### src/rtl/spi_ctrl_pkg.sv
// Shared types and constants for the SPI frame scheduler.
// Frame = 2-bit command + 8-bit payload, shifted MSB first.
package spi_ctrl_pkg;

    typedef enum logic [2:0] {
        S_IDLE,
        S_SHIFT,
        S_TURN,
        S_RECV,
        S_GAP
    } state_t;

    localparam logic [1:0] CMD_WR_ADDR = 2'b00;
    localparam logic [1:0] CMD_WR_DATA = 2'b01;
    localparam logic [1:0] CMD_RD_ADDR = 2'b10;
    localparam logic [1:0] CMD_RD_DATA = 2'b11;

    localparam int FRAME_W = 10;
    localparam int DATA_W  = 8;
    localparam int CNT_W   = 8;

endpackage

### src/rtl/spi_rr_arbiter.sv
// Round-robin arbiter: the search starts at ptr and wraps;
// returns a one-hot grant plus the index of the winner.
module spi_rr_arbiter #(
    parameter int N = 2
) (
    input  logic [N-1:0] req,
    input  logic [1:0]   ptr,
    output logic [N-1:0] grant,
    output logic [1:0]   gid
);

    int   idx;
    logic found;

    always_comb begin
        grant = '0;
        gid   = '0;
        found = 1'b0;
        idx   = 0;
        for (int k = 0; k < N; k++) begin
            idx = int'(ptr) + k;
            if (idx >= N)
                idx = idx - N;
            for (int i = 0; i < N; i++) begin
                if (!found && req[i] && i == idx) begin
                    found    = 1'b1;
                    grant[i] = 1'b1;
                    gid      = 2'(i);
                end
            end
        end
    end

endmodule

### src/rtl/spi_master_sched.sv
// SPI master that serves NUM_REQ requesters round-robin,
// one 10-bit frame at a time, with optional 8-bit read-back.
import spi_ctrl_pkg::*;

module spi_master_sched #(
    parameter int NUM_REQ    = 2,
    parameter int TA_CYCLES  = 1,
    parameter int GAP_CYCLES = 1
) (
    input  logic                    clk,
    input  logic                    rst,
    input  logic [NUM_REQ-1:0]      req_valid,
    input  logic [NUM_REQ*10-1:0]   req_word,
    output logic [NUM_REQ-1:0]      req_ready,
    output logic                    rsp_valid,
    output logic [1:0]              rsp_id,
    output logic [7:0]              rsp_data,
    output logic                    busy,
    output logic                    SS_n,
    output logic                    MOSI,
    input  logic                    MISO
);

    localparam logic [CNT_W-1:0] SH_LAST = CNT_W'(FRAME_W - 1);
    localparam logic [CNT_W-1:0] TA_LAST = CNT_W'(TA_CYCLES - 1);
    localparam logic [CNT_W-1:0] RX_LAST = CNT_W'(DATA_W - 1);
    localparam logic [CNT_W-1:0] GP_LAST = CNT_W'(GAP_CYCLES - 1);

    state_t              state;
    logic [1:0]          ptr;
    logic [1:0]          nxt;
    logic [1:0]          gid;
    logic [1:0]          id;
    logic [1:0]          cmd;
    logic [NUM_REQ-1:0]  grant;
    logic [FRAME_W-1:0]  word_sel;
    logic [FRAME_W-1:0]  sh;
    logic [DATA_W-1:0]   rx;
    logic [CNT_W-1:0]    cnt;
    logic                idle;

    spi_rr_arbiter #(.N(NUM_REQ)) u_arb (
        .req   (req_valid),
        .ptr   (ptr),
        .grant (grant),
        .gid   (gid)
    );

    assign idle      = (state == S_IDLE);
    assign busy      = !idle;
    assign req_ready = (idle && !rst) ? grant : '0;
    assign nxt       = (gid == 2'(NUM_REQ - 1)) ? 2'd0 : gid + 2'd1;

    always_comb begin
        word_sel = '0;
        for (int i = 0; i < NUM_REQ; i++)
            if (grant[i])
                word_sel = req_word[10*i +: 10];
    end

    always_ff @(posedge clk) begin
        if (rst) begin
            state     <= S_IDLE;
            SS_n      <= 1'b1;
            MOSI      <= 1'b0;
            rsp_valid <= 1'b0;
            rsp_id    <= '0;
            rsp_data  <= '0;
            ptr       <= '0;
            id        <= '0;
            cmd       <= '0;
            sh        <= '0;
            rx        <= '0;
            cnt       <= '0;
        end else begin
            rsp_valid <= 1'b0;
            unique case (state)
                S_IDLE: begin
                    if (|req_valid) begin
                        state <= S_SHIFT;
                        SS_n  <= 1'b0;
                        MOSI  <= word_sel[FRAME_W-1];
                        sh    <= {word_sel[FRAME_W-2:0], 1'b0};
                        cmd   <= word_sel[9:8];
                        id    <= gid;
                        ptr   <= nxt;
                        cnt   <= '0;
                    end
                end
                S_SHIFT: begin
                    if (cnt == SH_LAST) begin
                        cnt  <= '0;
                        MOSI <= 1'b0;
                        if (cmd == CMD_RD_DATA) begin
                            state <= S_TURN;
                        end else begin
                            state <= S_GAP;
                            SS_n  <= 1'b1;
                        end
                    end else begin
                        cnt  <= cnt + 1'b1;
                        MOSI <= sh[FRAME_W-1];
                        sh   <= {sh[FRAME_W-2:0], 1'b0};
                    end
                end
                S_TURN: begin
                    if (cnt == TA_LAST) begin
                        cnt   <= '0;
                        state <= S_RECV;
                    end else begin
                        cnt <= cnt + 1'b1;
                    end
                end
                S_RECV: begin
                    rx <= {rx[DATA_W-2:0], MISO};
                    if (cnt == RX_LAST) begin
                        cnt       <= '0;
                        state     <= S_GAP;
                        SS_n      <= 1'b1;
                        rsp_valid <= 1'b1;
                        rsp_id    <= id;
                        rsp_data  <= {rx[DATA_W-2:0], MISO};
                    end else begin
                        cnt <= cnt + 1'b1;
                    end
                end
                S_GAP: begin
                    if (cnt == GP_LAST) begin
                        cnt   <= '0;
                        state <= S_IDLE;
                    end else begin
                        cnt <= cnt + 1'b1;
                    end
                end
                default: state <= S_IDLE;
            endcase
        end
    end

endmodule
### config.mk
export PLATFORM = sky130hd
export DESIGN_NAME = spi_master_sched
export DESIGN_NICKNAME = d
export VERILOG_FILES = /design/src/rtl/spi_ctrl_pkg.sv /design/src/rtl/spi_rr_arbiter.sv /design/src/rtl/spi_master_sched.sv
export SDC_FILE = /design/constraint.sdc
export NUM_CORES = 1
export LEC_CHECK = 0
export ABC_AREA = 1
export BUFFER_PORTS_ARGS = -buffer_cell sky130_fd_sc_hd__buf_2
export CORE_AREA = 2 2 85 87
export CTS_BUF_LIST = sky130_fd_sc_hd__clkbuf_4 sky130_fd_sc_hd__clkbuf_8 sky130_fd_sc_hd__clkbuf_16
export CTS_CLUSTER_DIAMETER = 60
export CTS_CLUSTER_SIZE = 16
export DETAILED_ROUTE_END_ITERATION = 6
export DIE_AREA = 0 0 87 89
export RECOVER_POWER = 100
export SLEW_MARGIN = 20
export SYNTH_ARGS = -nofsm -noshare
export SYNTH_HDL_FRONTEND = slang
export SYNTH_SLANG_ARGS = --single-unit
### constraint.sdc
create_clock -name clk -period 2.1 [get_ports clk]
set_clock_uncertainty 0.15 [all_clocks]
set_input_delay 0.42 -clock clk [delete_from_list [all_inputs] [get_ports clk]]
set_output_delay 0.42 -clock clk [all_outputs]
set_load 0.02 [all_outputs]
## After elaboration in Yosys (flattened, before gate mapping)

Index checks and enable logic that the tools add are counted.

- Bitwise logic cells: 1
- Equality and inequality tests: 17
- $add $sub $neg: 5
- Reduce and logical (&&, ||, !) cells: 30
- $lt $le $gt $ge: 2
- Multiplexer cells: 39

Operator list:

| operator | number |
|---|---|
| 2-bit by 32-bit == test with 1-bit output (first input constant) | 2 |
| 32-bit zero test | 2 |
| 32-bit two-way mux | 2 |
| 10-bit two-way mux | 4 |
| 32-bit by 3-bit >= comparator with 1-bit output (second input constant) | 1 |
| 8-bit two-way mux | 4 |
| 8-bit one-hot mux with 4 select lines | 1 |
| 32-bit by 3-bit subtractor with 32-bit output (second input constant) | 1 |
| 10-bit one-hot mux with 2 select lines | 1 |
| 3-bit two-way mux | 6 |
| 1-bit two-way mux | 16 |
| 3-bit one-hot mux with 5 select lines | 1 |
| 2-bit inequality test (second input constant) | 6 |
| 5-bit AND reduction | 2 |
| 8-bit by 1-bit adder with 8-bit output (second input constant) | 1 |
| 8-bit by 3-bit == test with 1-bit output (second input constant) | 1 |
| 8-bit by 4-bit == test with 1-bit output (second input constant) | 1 |
| 1-bit logical AND | 8 |
| 8-bit zero test | 1 |
| 2-bit AND reduction | 4 |
| 3-bit by 2-bit == test with 1-bit output (second input constant) | 2 |
| 2-bit OR reduction | 3 |
| 1-bit zero test | 5 |
| 2-bit two-way mux | 2 |
| 17 further kinds | 17 |

- Register bits: 47
- Logic and storage cells: 106
- Bits of input ports: 25
- Output and inout port bits: 16

## Logic depth before layout (Yosys ltp)

- Word-level depth: 20
- Mapped depth: 11
- Depth with buffers taken out: 11

## Modules after synthesis

From an unflattened synthesis, not the netlist that was laid out.

- Cells, all modules: 331
- Area, all modules: 2338.5 um2

Modules (own cells, without submodules):

| module | instances | seq. area each (um2) | area each (um2) | cells an instance |
|---|---|---|---|---|
| spi_master_sched | 1 | 920.9 | 2293.4 | 321 |
| spi_rr_arbiter | 1 | 0.0 | 45.0 | 10 |

## Worst setup path after synthesis

Ideal clock, no wire load.

- Path kind: input-to-output
- Start point: in req_valid[1]
- End point: out req_ready[0]
- Data arrival time: 1.286 ns
- Required time: 1.530 ns
- Path buffers: 1
- Stages on the path: 6
- Setup slack: 0.244 ns
- Cell sequence: nand2_1 -> clkbuf_1 -> nand2_1 -> nor2_1 -> inv_1 -> nor2_1

- Word-level cells in the longest chain between the ends: 8

RTL lines:

| item | RTL line | text |
|---|---|---|
| from (decl) | spi_master_sched.sv:12 | `input logic [NUM_REQ-1:0] req_valid,` |
| 1-bit logical AND (2 in a row) | spi_rr_arbiter.sv:25 | `if (!found && req[i] && i == idx) begin` |
| 1-bit two-way mux | spi_rr_arbiter.sv:25 |  |
| 1-bit zero test | spi_rr_arbiter.sv:25 |  |
| 1-bit logical AND (2 in a row) | spi_rr_arbiter.sv:25 |  |
| 1-bit two-way mux | spi_rr_arbiter.sv:25 |  |
| 2-bit two-way mux | spi_master_sched.sv:51 | `assign req_ready = (idle && !rst) ? grant : '0;` |
| to (decl) | spi_master_sched.sv:14 | `output logic [NUM_REQ-1:0] req_ready,` |

No other way between the ends.

## Worst setup path in the final report

- Start point: reg state[1]
- End point: out req_ready[0]

- Word-level cells in the longest chain between the ends: 3

RTL lines:

| item | RTL line | text |
|---|---|---|
| from (decl) | spi_master_sched.sv:29 | `state_t state;` |
| from (signal assigned) | spi_master_sched.sv:63 | `state <= S_IDLE;` |
| from (signal assigned) | spi_master_sched.sv:80 | `state <= S_SHIFT;` |
| from (signal assigned) | spi_master_sched.sv:95 | `state <= S_TURN;` |
| 3-bit zero test | spi_master_sched.sv:49 | `assign idle = (state == S_IDLE);` |
| 1-bit logical AND | spi_master_sched.sv:51 |  |
| 2-bit two-way mux | spi_master_sched.sv:51 |  |

No other way between the ends.

==> flow_summary.json <==
{
  "outcome": "complete, no violations",
  "report.power.total_mw": 2.789,
  "clk_latency_ns": 0.31,
  "die-width_um": 87,
  "yosysSeqAreaShare_pct": 39.47,
  "mostFrequentLayoutCells": "nand2_1 (66), dfxtp_1 (42), a21oi_1 (38), inv_1 (35), o21ai_0 (30)",
  "clock.fmax_ghz": 0.5086,
  "max_stage_delay_ns": 0.49,
  "multi_input_area_sq_um": 1136,
  "min_from": "MISO",
  "synth_top_family_by_area": "simple AND/OR/NAND/NOR gates",
  "synthToLayoutAreaGrowth_pct": 18.19,
  "crit_chain": "inv_2 > nand2_2 > nor2_4 > inv_1 > nor2_1 > buf_4",
  "synthMuxAreaShare_pct": 0,
  "dp_hpwl_mm": 3.469,
  "rrSetupSlack_ns": 0.29,
  "placed_area_sq_um": 2479,
  "hold_violations": 0,
  "postLayoutCellArea_sq_um": 2577,
  "insertedDiodeCount": 0,
  "io_pins": 41,
  "setup_viol": 0,
  "reg2reg_depth": 12,
  "clk_path_buf_depth": 2,
  "pre_cts_slack_ns": 0.3193,
  "synth_xor_area_share_pct": 0.8032,
  "avgSynthCellArea_sq_um": 7.058,
  "wl_per_cell_um": 10.71,
  "path_class": "reg -> out",
  "rows": 30,
  "vias_per_cell": 4.684,
  "holdCritPathClass": "in -> reg",
  "critPathMaxFanout": 5,
  "end_kind": "output pin",
  "synth_cells": 309,
  "vias": 2033,
  "async_flop_share_pct": 0,
  "htree_levels": 2,
  "crit_slowest_cell": "dfxtp_1",
  "track_usage_pct": 12.98,
  "synth_cell_types": 29,
  "cap_violations": 0,
  "grt_pass1_vias": 1886,
  "netlist_top_cells_area": "dfxtp_1 (39%), nand2_1 (12%), a21oi_1 (8.7%)",
  "arrival_ns": 1.40,
  "r2r_end": "cnt[6]",
  "numCtsBuffers": 5,
  "hold_path_depth": 3,
  "post-route-drc-count": 0,
  "regArea_sq_um": 862.1,
  "drive_gt1_share_pct": 18.36,
  "synth_compound_area_share_pct": 18.59,
  "fin_ws_ns": 0.1337,
  "fin_util_pct": 38.36,
  "die_y_um": 89,
  "drtIter0Drc": 53,
  "grt_max_degree": 17,
  "yosys.area_share.simple_pct": 30.35,
  "setup_tns_ns": 0,
  "rr_startpoint": "state[2]",
  "ant_nets": 0,
  "required_ns": 1.53,
  "period_needed_ns": 1.966,
  "slew-limit-headroom_pct": 64.58,
  "grt_antenna_before_repair": 0,
  "max_slew.worst_pin.slew_ns": 0.5272,
  "overflow": 0,
  "yosys.area.top_type": "dfxtp_1",
  "clockRootBuffer": "clkbuf_8",
  "cts_tree": "yes",
  "drv_slew": 0,
  "clock-sinks": 43,
  "yosysWarnings": 0,
  "die_area_sq_um": 7743,
  "hold_path_end": "rsp_data[0]",
  "drt-total-wl_mm": 4.646,
  "syn_area_sq_um": 2181,
  "p_leak_nw": 1.154,
  "place.gp.congestion": 0.8635,
  "ys_ff_latch": 43,
  "finalCritPeriodShare_pct": 93.63,
  "synth.top_cell.area_share_pct": 39.47,
  "clk_pin_slew_ns": 0.09,
  "first_pass_iters": 4,
  "cp-start-kind": "flip-flop",
  "grt_pass1_wl_mm": 8.169,
  "placement.io_buffers": 39,
  "powerDensity_nw_per_um2": 1082,
  "synth_edf_count": 0,
  "synthAdderAreaFrac_pct": 1.721,
  "nFillCells": 702,
  "synthFlopType": "dfxtp_1",
  "peakVddDrop_mv": 0.5123,
  "final_common_cell": "nand2_1",
  "floorplan.initialDensity_pct": 32.46,
  "synth_fp_nets": 337,
  "fin_nets": 381,
  "core_area_sq_um": 6719
}
## area by class of cell
cell class                 count  area share (%)
multi-input combinational    217           44.08
clock buffer                   5           2.670
sequential                    43           33.45
clock inverter                 3          0.9223
timing repair buffer          45           8.835
inverter                      41           6.165
tap                           80           3.883
## where the power goes
part | switching [mW] | internal, mW
logic | 0.786 | 0.402
registers | 0.0879 | 0.963
clock network | 0.313 | 0.238
## layer usage
layer  vias up  routed length, um  GRT usage [%]
li1       1090                  -              -
met1       892               2295          16.53
met2        45               2065          21.72
met3         6                213          2.770
met4         0                 72          4.688
met5         -                  0              0
## metrics by stage
step | hold slack [ns] | cells
floorplan | 0.2867 | 309
global placement | 0.3004 | 425
detailed placement | 0.3032 | 425
CTS | 0.2196 | 433
global route | 0.2347 | 434
finish | 0.2196 | 434
## worst max path at each step
stage	start	end	slack, ns	cells after the start
after floorplan	req_valid[1]	req_ready[0]	0.24	6
after global placement	req_valid[0]	req_ready[0]	0.36	6
after detailed placement	cnt[0]	rsp_data[7]	0.32	7
after CTS	state[0]	req_ready[0]	0.04	8
after global routing	state[0]	req_ready[0]	-0.02	8
final	state[1]	req_ready[0]	0.13	6
## worst max-delay path, delay by kind of cell (launching register included)
family                 cells  cell delay [ns]
and+or+nand+nor            3             0.23
DFF                        1             0.49
buffers and inverters      3             0.37
## registers in the layout, summed over array words and instances (netlist names)
signal,count
rsp_data,8
SS_n,1
MOSI,1
cnt,8
id,1
state,3
rsp_valid,1
rx,7
sh,9
cmd,2
ptr,1
rsp_id,1
## synthesized netlist by cell type, types with 3 or more instances
master / instances
a21oi_1: 38
clkbuf_1: 6
dfxtp_1: 43
ha_1: 3
inv_1: 35
inv_2: 4
nand2_1: 67
nand2_2: 4
nand3_1: 21
nand4_1: 5
nor2_1: 26
nor2_4: 3
nor2_8: 3
nor3_1: 3
o21ai_0: 30
## logic make-up after synthesis
logic type | Yosys count
flops | 43
other cells | 1
xor+xnor | 2
simple gates | 135
buf+inv | 49
compound gates | 76
fa+ha+maj | 3
## timing repair
action / CTS / global route
hold buffers: 0 / 0
setup buffers: 0 / 1
gates resized for setup: 0 / 6
setup endpoints to repair: 0 / 1
Power figures use the tool's default switching activity.
